### src/rtl/controller_digest_tx_pkg.sv
// Shared definitions for the Blake2 controller digest return path.
package controller_digest_tx_pkg;

  localparam int DIGEST_WIDTH = 512;
  localparam int DLEN_WIDTH   = 7;

  typedef enum logic {
    IDLE = 1'b0,
    SEND = 1'b1
  } state_e;

  // A length of zero means a full 64-byte digest.
  function automatic logic [DLEN_WIDTH-1:0] eff_len(input logic [DLEN_WIDTH-1:0] len);
    return (len == '0) ? 7'd64 : len;
  endfunction

  // Byte 0 sits in the top byte, so bytes below the length fill from the MSB down.
  function automatic logic [DIGEST_WIDTH-1:0] byte_mask(input logic [DLEN_WIDTH-1:0] len);
    logic [DIGEST_WIDTH-1:0] m;
    logic [DLEN_WIDTH-1:0]   l;
    l = eff_len(len);
    m = '0;
    for (int i = 0; i < DIGEST_WIDTH / 8; i++) begin
      if (7'(i) < l) m[DIGEST_WIDTH-1-8*i -: 8] = 8'hFF;
    end
    return m;
  endfunction

endpackage

### src/rtl/controller_digest_shreg.sv
// Loadable, byte-masked, left-shifting digest register with a word tap at the top.
module controller_digest_shreg
  import controller_digest_tx_pkg::*;
#(
  parameter int proc_bus_width = 32
) (
  input  logic                      clk,
  input  logic                      reset_n,
  input  logic                      clear,
  input  logic                      load,
  input  logic                      shift,
  input  logic [DIGEST_WIDTH-1:0]   din,
  input  logic [DLEN_WIDTH-1:0]     len,
  output logic [proc_bus_width-1:0] tap
);

  logic [DIGEST_WIDTH-1:0] shreg_q, shreg_d;

  // Clear wins over load, load wins over shift so a back-to-back capture replaces the last word.
  always_comb begin
    shreg_d = shreg_q;
    if (clear)      shreg_d = '0;
    else if (load)  shreg_d = din & byte_mask(len);
    else if (shift) shreg_d = shreg_q << proc_bus_width;
  end

  always_ff @(posedge clk or negedge reset_n) begin
    if (!reset_n) shreg_q <= '0;
    else          shreg_q <= shreg_d;
  end

  assign tap = shreg_q[DIGEST_WIDTH-1 -: proc_bus_width];

endmodule

### src/rtl/controller_digest_tx.sv
// Captures the engine digest on a rising digest_valid and streams it out word by word.
module controller_digest_tx
  import controller_digest_tx_pkg::*;
#(
  parameter int proc_bus_width = 32
) (
  input  logic                      clk,
  input  logic                      reset_n,
  input  logic [DIGEST_WIDTH-1:0]   digest,
  input  logic                      digest_valid,
  input  logic [DLEN_WIDTH-1:0]     digest_len,
  input  logic                      new_hash_request,
  output logic [proc_bus_width-1:0] data_out,
  output logic                      valid_out,
  output logic                      last_out,
  input  logic                      ready_in,
  output logic                      busy,
  output logic                      overrun
);

  localparam int CW = $clog2(DIGEST_WIDTH / proc_bus_width) + 1;

  state_e        state_q, state_d;
  logic [CW-1:0] words_left_q, words_left_d;
  logic          overrun_q, overrun_d;
  logic          dv_q;
  logic          capture, accept, last_word;
  logic          sh_clear, sh_load, sh_shift;
  logic [10:0]   len_bits;
  logic [10:0]   n_words_full;
  logic [CW-1:0] n_words;

  assign capture   = digest_valid & ~dv_q;
  assign last_word = (words_left_q == CW'(1));
  assign accept    = (state_q == SEND) & ready_in;

  assign len_bits     = {1'b0, eff_len(digest_len), 3'b000};
  assign n_words_full = (len_bits + 11'(proc_bus_width - 1)) / 11'(proc_bus_width);
  assign n_words      = CW'(n_words_full);

  // Abort overrides everything; a capture is only taken when idle or as the last word leaves.
  always_comb begin
    state_d      = state_q;
    words_left_d = words_left_q;
    overrun_d    = overrun_q;
    sh_clear     = 1'b0;
    sh_load      = 1'b0;
    sh_shift     = 1'b0;
    if (new_hash_request) begin
      state_d      = IDLE;
      words_left_d = '0;
      overrun_d    = 1'b0;
      sh_clear     = 1'b1;
    end else begin
      case (state_q)
        IDLE: begin
          if (capture) begin
            sh_load      = 1'b1;
            words_left_d = n_words;
            state_d      = SEND;
          end
        end
        SEND: begin
          if (accept) begin
            sh_shift     = 1'b1;
            words_left_d = words_left_q - CW'(1);
          end
          if (accept && last_word) begin
            if (capture) begin
              sh_load      = 1'b1;
              words_left_d = n_words;
            end else begin
              state_d = IDLE;
            end
          end else if (capture) begin
            overrun_d = 1'b1;
          end
        end
        default: state_d = IDLE;
      endcase
    end
  end

  always_ff @(posedge clk or negedge reset_n) begin
    if (!reset_n) begin
      state_q      <= IDLE;
      words_left_q <= '0;
      overrun_q    <= 1'b0;
      dv_q         <= 1'b0;
    end else begin
      state_q      <= state_d;
      words_left_q <= words_left_d;
      overrun_q    <= overrun_d;
      dv_q         <= digest_valid;
    end
  end

  controller_digest_shreg #(.proc_bus_width(proc_bus_width)) u_shreg (
    .clk     (clk),
    .reset_n (reset_n),
    .clear   (sh_clear),
    .load    (sh_load),
    .shift   (sh_shift),
    .din     (digest),
    .len     (digest_len),
    .tap     (data_out)
  );

  assign valid_out = (state_q == SEND);
  assign busy      = (state_q == SEND);
  assign last_out  = (state_q == SEND) & last_word;
  assign overrun   = overrun_q;

endmodule

### config.mk
export PLATFORM = sky130hd
export DESIGN_NAME = controller_digest_tx
export DESIGN_NICKNAME = d
export VERILOG_FILES = /design/src/rtl/controller_digest_tx_pkg.sv /design/src/rtl/controller_digest_shreg.sv /design/src/rtl/controller_digest_tx.sv
export SDC_FILE = /design/constraint.sdc
export NUM_CORES = 1
export LEC_CHECK = 0
export CORE_AREA = 2 2 220 222
export CTS_CLUSTER_SIZE = 10
export DETAILED_ROUTE_END_ITERATION = 8
export DIE_AREA = 0 0 222 224
export GPL_TIMING_DRIVEN = 0
export PLACE_DENSITY_LB_ADDON = 0.2
export SLEW_MARGIN = 20
export SYNTH_ARGS = -nofsm -noshare
export SYNTH_HDL_FRONTEND = slang
export SYNTH_SLANG_ARGS = --single-unit
### constraint.sdc
create_clock -name clk -period 4.5 [get_ports clk]
set_input_delay 0.675 -clock clk [delete_from_list [all_inputs] [get_ports clk]]
set_output_delay 0.675 -clock clk [all_outputs]
set_load 0.05 [all_outputs]
* After elaboration in Yosys (flattened, before gate mapping)
Index checks and enable logic that the tools add are counted.
Storage, ports and cells: output and inout port bits 36, register bits 520, word-level logic and storage cells 303, input bits 524
Cells by class: add/subtract/negate cells 2, equal/unequal tests 3, reductions and logical operators 6, bitwise operators 6, muxes and demuxes 217, order comparisons 64
Operator list (number):
- $mux 512 | 3
- $mux 8 | 192
- $and 512x512->512 | 1
- $lt 6x7->1 const A | 32
- $lt 5x7->1 const A | 16
- $lt 4x7->1 const A | 8
- $lt 3x7->1 const A | 4
- $mux 5 | 5
- $lt 1x7->1 const A | 2
- $lt 2x7->1 const A | 2
- $mux 1 | 13
- $add 10x5->10 const B | 1
- $pmux 5 s2 | 1
- $logic_not 7->1 | 1
- $mux 7 | 1
- $eq 5x1->1 const B | 1
- $sub 5x1->5 const B | 1
- $pmux 1 s2 | 2
- $reduce_bool 2->1 | 2
- $and 1x1->1 | 3
- $ne 3x3->1 const B | 1
- $reduce_and 3->1 | 1
- $reduce_bool 3->1 | 1
- $ne 2x2->1 const B | 1
- other kinds (2) | 3

* Logic depth before layout (Yosys ltp)
Gate-level depths: netlist (run 1).
depth in word-level cells 11, depth in mapped cells 9, mapped depth without buffers 6

* Modules after synthesis
From an unflattened synthesis (run 1), not the netlist that was laid out.
Second synthesis, totals: cells, all modules 2003, area, all modules 23213.5 um^2
Modules (own cells, without submodules):
- controller_digest_shreg | cells each 1932, area an instance 22582.9 um^2, instances 1, seq. area each 12812.3 um^2
- controller_digest_tx | cells each 71, area an instance 630.6 um^2, instances 1, seq. area each 200.2 um^2

* Worst setup path before layout (run 1)
OpenSTA, ideal clock, no wires.
path kind in2reg, start point input digest_len[5], end point register u_shreg.shreg_q[280], required time 4.374 ns, arrival time 2.193 ns, slack 2.181 ns, library setup time 0.126 ns, path buffers 2, stages 6, cell sequence clkbuf_1 clkbuf_1 or3b_1 o22ai_1 nor3b_1 a221o_1
Between the ends: longest elaborated chain between the ends 9
Ends and longest elaborated chain:
- from (decl) | line controller_digest_tx.sv:11 | input logic [DLEN_WIDTH-1:0] digest_len,
- $logic_not 7->1 | line controller_digest_tx_pkg.sv:14 | return (len == '0) ? 7'd64 : len;
- $mux 7 * | line controller_digest_tx_pkg.sv:14
- $lt 5x7->1 * | line controller_digest_tx_pkg.sv:24 | if (7'(i) < l) m[DIGEST_WIDTH-1-8*i -: 8] = 8'hFF;
- $mux 8 * | line controller_digest_tx_pkg.sv:24
- $mux 8 * | line controller_digest_shreg.sv:23 | else if (load) shreg_d = din & byte_mask(len);
- $mux 8 * | line controller_digest_shreg.sv:22 | if (clear) shreg_d = '0;
- $and 512x512->512 * | line controller_digest_shreg.sv:23
- $mux 512 * | line controller_digest_shreg.sv:23
- $mux 512 * | line controller_digest_shreg.sv:22
- to (signal assigned) | line controller_digest_shreg.sv:29 | else shreg_q <= shreg_d;
- to (decl) | line controller_digest_shreg.sv:17 | logic [DIGEST_WIDTH-1:0] shreg_q, shreg_d;
Mark *: on every way between the ends. The rest lies on a longest branch, timed or not. The select of a mux whose other input is x is not followed. A chain may end at the register's enable or synchronous reset.

* Worst setup path in the final report (run 1)
start point register words_left_q[1], end point output last_out
Between the ends: longest elaborated chain between the ends 2
Ends and longest elaborated chain:
- from (decl) | line controller_digest_tx.sv:24 | logic [CW-1:0] words_left_q, words_left_d;
- from (signal assigned) | line controller_digest_tx.sv:92 | words_left_q <= words_left_d;
- $eq 5x1->1 | line controller_digest_tx.sv:34 | assign last_word = (words_left_q == CW'(1));
- $and 1x1->1 | line controller_digest_tx.sv:111 | assign last_out = (state_q == SEND) & last_word;
- to (decl) | line controller_digest_tx.sv:15 | output logic last_out,
No other way between the ends.

==> results of run 1 <==
==> area by class of cell <==
cell class	instances	area [µm²]	area share
Buffer	208	936	0.0294
Clock buffer	65	1510	0.0474
Timing Repair Buffer	562	5720	0.179
Sequential cell	520	13000	0.408
Tap cell	615	769	0.0241
Clock inverter	2	13.8	0.000432
Inverter	12	45.0	0.00141
Antenna cell	20	50.0	0.00157
Multi-Input combinational cell	1427	9810	0.308
==> layer usage <==
metal | vias up | GRT usage | routed length (µm)
li1 | 9446 | - | -
met5 | - | 0 | 177
met4 | 28 | 0.166 | 4340
met3 | 236 | 0.0933 | 8030
met1 | 11200 | 0.453 | 35900
met2 | 1131 | 0.629 | 45900
==> logic make-up (layout without fill, tap and decap cells) <==
| logic type | Yosys count | after routing | synth area share |
|---|---|---|---|
| xor gates and xnor gates | 4 | 4 | 0.00147 |
| DFF | 520 | 520 | 0.547 |
| and+or+nand+nor | 301 | 301 | 0.0646 |
| AOI/OAI and AO/OA | 1120 | 1120 | 0.345 |
| buffers and inverters | 220 | 849 | 0.0412 |
| other | 0 | 20 | 0 |
| adders and majority gates | 2 | 2 | 0.00105 |
==> path summary, 6_finish.rpt <==
check,end,slack (ns),startpoint
max,last_out,0.88,words_left_q[1]
min,u_shreg.shreg_q[500],0.05,reset_n
max reg2reg,u_shreg.shreg_q[491],1.03,busy
min reg2reg,u_shreg.shreg_q[466],0.48,u_shreg.shreg_q[466]
max in group asynchronous,u_shreg.shreg_q[114],2.74,reset_n
min in group clk,u_shreg.shreg_q[466],0.48,u_shreg.shreg_q[466]
==> placed cells by master, fill, tap and decap left out, types with 5 or more instances in the layout <==
cell type / count
clkdlybuf4s50_1: 556
a21o_1: 305
a211oi_2: 5
a22oi_1: 24
a21oi_2: 20
nor3b_1: 9
a21oi_1: 136
inv_1: 11
a221o_1: 40
clkbuf_16: 59
nor3_1: 9
a22o_1: 320
nor3_2: 8
nor2_1: 28
buf_1: 16
o211a_1: 10
buf_16: 5
clkbuf_1: 139
o21ai_0: 112
a32o_1: 16
diode_2: 20
buf_4: 33
nor4b_1: 25
buf_2: 25
dfrtp_1: 520
nand2_1: 153
o21ai_1: 88
a311oi_1: 8
nand3_1: 35
==> metrics by stage <==
step                hold WS [ns]  cells  instance area [µm²]  utilization
floorplan                  0.379   2167                23800            -
global placement           0.463   3339                30200        0.637
detailed placement         0.474   3344                30300        0.640
CTS                       0.0721   3411                31800        0.672
global route              0.0908   3421                31800        0.673
finish                    0.0464   3431                31900        0.673
==> report_power, final <==
part	internal (W)	switching (W)	leakage (nW)
Sequential	0.00492	0.000203	7.13
Combinational	0.000753	0.000839	8.31
Clock	0.00232	0.00182	0.749
==> flip-flops by register name, summed over array words and instances, names as in the netlist <==
signal / flops
u_shreg.shreg_q: 512
dv_q: 1
words_left_q: 5
overrun: 1
busy: 1
==> worst max-delay path, cell delays in order, from the launching register on <==
cell and delay [ns]:
dfrtp_1 0.41, inv_1 0.10, ha_1 0.17, nor4b_2 0.59, and2_1 0.23, clkdlybuf4s50_1 0.83
==> results.sh, run 1 <==
export IMPL_synthTopCellsByArea="dfrtp_1, a22o_1, a21o_1"
export IMPL_maxCapViolations=0
export IMPL_postSynthAreaPerCell_um2=11.0
export IMPL_grt_overflow=0
export IMPL_die_x_um=222
export IMPL_tns_ns=0
export IMPL_ant_nets=0
export IMPL_path_max_fanout=7
export IMPL_cts_resized=0
export IMPL_drt_iter0_drc=2193
export IMPL_hold_buffers=0
export IMPL_hp_class="primary input to async pin"
export IMPL_yosysMostFrequentCell="dfrtp_1"
export IMPL_final_hold_violation_count=0
export IMPL_fin_crit_ns=3.62
export IMPL_ys_types=66
export IMPL_syn_instance_count=2167
export IMPL_dr_pass1_iters=6
export IMPL_synth_edff_count=0
export IMPL_fillers=3744
export IMPL_final_nets=3315
export IMPL_dieArea_um2=49700
export IMPL_seq_area_frac_synth=0.547
export IMPL_grt_pass1_vias=22300
export IMPL_required_ns=3.83
export IMPL_cts_root_buf="clkbuf_16"
export IMPL_status="finished clean"
export IMPL_grt_max_degree=101
export IMPL_grt_pass1_wl_mm=138
export IMPL_vias_per_cell=6.42
export IMPL_pwr_density_cell_nw_per_um2=340
export IMPL_yosysTopAreaCell="dfrtp_1"
export IMPL_relSlewSlack=0.150
export IMPL_initial_core_util=0.503
export IMPL_synth_top_cell_area_share=0.547
export IMPL_gp_congestion=0.973
export IMPL_syn_to_final_growth_pct=33.9
export IMPL_arrival_ns=2.95
export IMPL_portBuffers=557
export IMPL_worst_slew_pin_slew_ns=1.26
export IMPL_htreeDepth=2
export IMPL_drc_errors=0
export IMPL_cts_made_buffers=58
export IMPL_io_pins=560
export IMPL_ys_flop_type="dfrtp_1"
export IMPL_post_drt_wl_per_cell_um=27.5
export IMPL_antenna_found_initial=37
export IMPL_pre_cts_slack_ns=0.430
export IMPL_worstSetupPathType="flop to output port"
export IMPL_die_h_um=224
export IMPL_hpwl_mm=73.7
export IMPL_finalClockSkew_ns=0.0209
export IMPL_ys_warn_count=0
export IMPL_synthTopCellsByCount="dfrtp_1, a22o_1, a21o_1, nand2_1, a21oi_1"
export IMPL_netlist_area_um2=23800
export IMPL_peakVddDrop_v=0.000302
export IMPL_clk_latency_ns=0.61
export IMPL_cp_end_kind="output port"
export IMPL_maxSlewViolCount=0
export IMPL_core_um2=47300
export IMPL_synth_fp_nets=2693
export IMPL_clock_sinks=520
export IMPL_ys_ff_latch=520
export IMPL_gr_usage_all_layers=0.372
export IMPL_power_w=0.0108
export IMPL_drt_total_wl_mm=94.4
export IMPL_max_freq_ghz=0.276
export IMPL_fin_ws_ns=0.878
export IMPL_clk_pin_slew_ns=0.06
export IMPL_leakagePower_nw=16.2
export IMPL_setup_viol_count_final=0
export IMPL_cts_tree="done"
export IMPL_std_cell_rows=80
export IMPL_post_cts_setup_buffers=0
export IMPL_period_share=0.805
export IMPL_start_kind="flop"
export IMPL_drive_gt1_frac=0.0604
export IMPL_rsz0062_at_grt="false"
export IMPL_r2r_cells=7
export IMPL_via_count=22000
export IMPL_cts_path_max_buffers=3
export IMPL_synth_async_sr_flop_share=1.00
Power figures use the tool's default switching activity.
==> inputs of run 2 (changes only) <==
--- a/config.mk
+++ b/config.mk
@@ -5,10 +5,10 @@
 export SDC_FILE = /design/constraint.sdc
 export NUM_CORES = 1
 export LEC_CHECK = 0
-export CORE_AREA = 2 2 220 222
+export CORE_AREA = 2 2 231 233
 export CTS_CLUSTER_SIZE = 10
 export DETAILED_ROUTE_END_ITERATION = 8
-export DIE_AREA = 0 0 222 224
+export DIE_AREA = 0 0 233 235
 export GPL_TIMING_DRIVEN = 0
 export PLACE_DENSITY_LB_ADDON = 0.2
 export SLEW_MARGIN = 20
==> constraint.sdc (replaced) <==
create_clock -name clk -period 3.17 [get_ports clk]
set_input_delay 0.4755 -clock clk [delete_from_list [all_inputs] [get_ports clk]]
set_output_delay 0.4755 -clock clk [all_outputs]
set_load 0.05 [all_outputs]
==> results.sh, run 2 (synthesized netlist as in run 1, its figures left out) <==
export IMPL_std_cell_rows=84
export IMPL_final_cell_mix="clkdlybuf4s50_1, dfrtp_1, a22o_1"
export IMPL_setup_viol_count_final=0
export IMPL_worstSetupPathType="primary input to flop"
export IMPL_largest_reg_flops=512
export IMPL_vias_per_cell=6.18
export IMPL_grt_pass1_vias=22400
export IMPL_fillers=4301
export IMPL_fin_ws_ns=0.165
export IMPL_final_nets=3319
export IMPL_via_count=21800
export IMPL_final_common_cell="clkdlybuf4s50_1"
export IMPL_path_max_fanout=10
export IMPL_cts_made_buffers=59
export IMPL_cts_tree="done"
export IMPL_core_um2=52200
export IMPL_gp_congestion=0.954
export IMPL_clk_pin_slew_ns=0.05
export IMPL_grt_use_met3=0.102
export IMPL_switching_share=0.264
export IMPL_fin_crit_ns=3.00
export IMPL_dieArea_um2=54800
export IMPL_gr_usage_all_layers=0.345
export IMPL_dr_pass1_iters=9
export IMPL_r2r_end="u_shreg.shreg_q[453]"
export IMPL_pre_cts_slack_ns=-0.742
export IMPL_grt_max_degree=105
export IMPL_hpwl_mm=74.8
export IMPL_die_x_um=233
export IMPL_max_freq_ghz=0.333
export IMPL_ant_nets=0
export IMPL_relSlewSlack=0.289
export IMPL_leakagePower_nw=16.3
export IMPL_cp_end_kind="flop"
export IMPL_drt_iter0_drc=1905
export IMPL_start_kind="primary input"
export IMPL_grt_overflow=0
export IMPL_htreeDepth=2
export IMPL_final_hold_violation_count=0
export IMPL_utilization=0.616
export IMPL_r2r_start="busy"
export IMPL_p_int_w=0.0116
export IMPL_initial_core_util=0.456
export IMPL_cts_path_max_buffers=3
export IMPL_io_pins=560
export IMPL_drive_gt1_frac=0.0641
export IMPL_power_frac_seq=0.463
export IMPL_clk_latency_ns=0.63
export IMPL_clock_sinks=520
export IMPL_busiest_layer="met2"
export IMPL_pwr_density_cell_nw_per_um2=488
export IMPL_worst_slew_pin_slew_ns=1.06
export IMPL_peakVddDrop_v=0.000393
export IMPL_antenna_found_initial=47
export IMPL_status="finished clean"
export IMPL_syn_to_final_growth_pct=35.1
export IMPL_grt_pass1_wl_mm=140
export IMPL_rsz0062_at_grt="false"
export IMPL_drc_errors=0
export IMPL_post_drt_wl_per_cell_um=27.1
export IMPL_arrival_ns=3.55
export IMPL_finalClockSkew_ns=0.0214
export IMPL_die_h_um=235
export IMPL_grtUsageMet2=0.579
export IMPL_required_ns=3.71
export IMPL_p_switching_w=0.00414
export IMPL_reg_top3="u_shreg.shreg_q (512), words_left_q (5)"
export IMPL_rrSetupSlack_ns=0.18
export IMPL_drt_total_wl_mm=95.5
export IMPL_cts_root_buf="clkbuf_16"
export IMPL_maxCapViolations=0
export IMPL_portBuffers=557
export IMPL_period_share=0.948
export IMPL_pwr_share_clk=0.393
export IMPL_maxSlewViolCount=0
export IMPL_top_register="u_shreg.shreg_q"
export IMPL_p_comb_frac=0.145
export IMPL_grtUsageMet1=0.409
export IMPL_r2r_cells=7
export IMPL_hp_class="primary input to async pin"
export IMPL_holdWs_ns=0.385
==> run 2: stage by stage <==
stage                     power (W)  area, µm²  setup TNS [ns]  instances
after floorplan             0.00821      23800               0       2167
after global placement      0.00954      30200               -       3412
after detailed placement    0.00960      30400         -205.66       3417
after CTS                    0.0157      32000               0       3492
after global routing         0.0162      32100               0       3512
final                        0.0157      32200               0       3524
==> run 2: per-layer routing <==
metal	part of all wire	routed length, µm	vias up
li1	-	-	9504
met1	0.37	35600	10900
met2	0.49	46400	1033
met3	0.093	8910	255
met4	0.045	4300	46
met5	0.0032	307	-
==> run 2: area by class of cell <==
type	instances	area (µm²)	share of cell area
multi-input cells	1427	9840	0.306
repair buffers	565	5740	0.179
inverters	12	45.0	0.00140
diodes	30	75.1	0.00233
well taps	688	861	0.0268
flip-flops and latches	520	13000	0.405
clock buffers	70	1570	0.0488
clock inverters	4	60.1	0.00187
plain buffers	208	945	0.0294
==> run 2: power groups by stage <==
stage / logic [W] / clock network [W] / registers, W
floorplan: 0.000977 / 0 / 0.00723
global placement: 0.00217 / 0 / 0.00737
CTS: 0.00226 / 0.00620 / 0.00725
finish: 0.00227 / 0.00616 / 0.00726
global route: 0.00242 / 0.00647 / 0.00728
detailed placement: 0.00224 / 0 / 0.00736
==> run 2: worst max-delay path by stage <==
stage	to	startpoint	cells past startpoint	slack, ns
3_3_place_gp	u_shreg.shreg_q[144]	reset_n	1	-20.79
4_1_cts	u_shreg.shreg_q[489]	busy	7	0.03
3_5_place_dp	u_shreg.shreg_q[256]	ready_in	8	-0.74
5_1_grt	u_shreg.shreg_q[453]	busy	7	0.0005
2_1_floorplan	u_shreg.shreg_q[262]	busy	7	0.92
6_report	u_shreg.shreg_q[503]	new_hash_request	9	0.17
==> run 2: timing repair <==
action | in CTS | in global routing
hold buffers | 1 | 0
buffers inserted | 0 | 2
pin swaps | 0 | 1
setup endpoints to repair | 227 | 63
hold endpoints to repair | 68 | 0
gates resized for setup | 5 | 5
==> run 2: worst max-delay path, stage by stage <==
cell and delay (ns):
clkdlybuf4s50_1 0.54, buf_1 0.49, inv_2 0.07, a2bb2oi_1 0.30
buf_2 0.35, buf_2 0.43, clkbuf_1 0.59, a21oi_1 0.10
o21ai_1 0.18
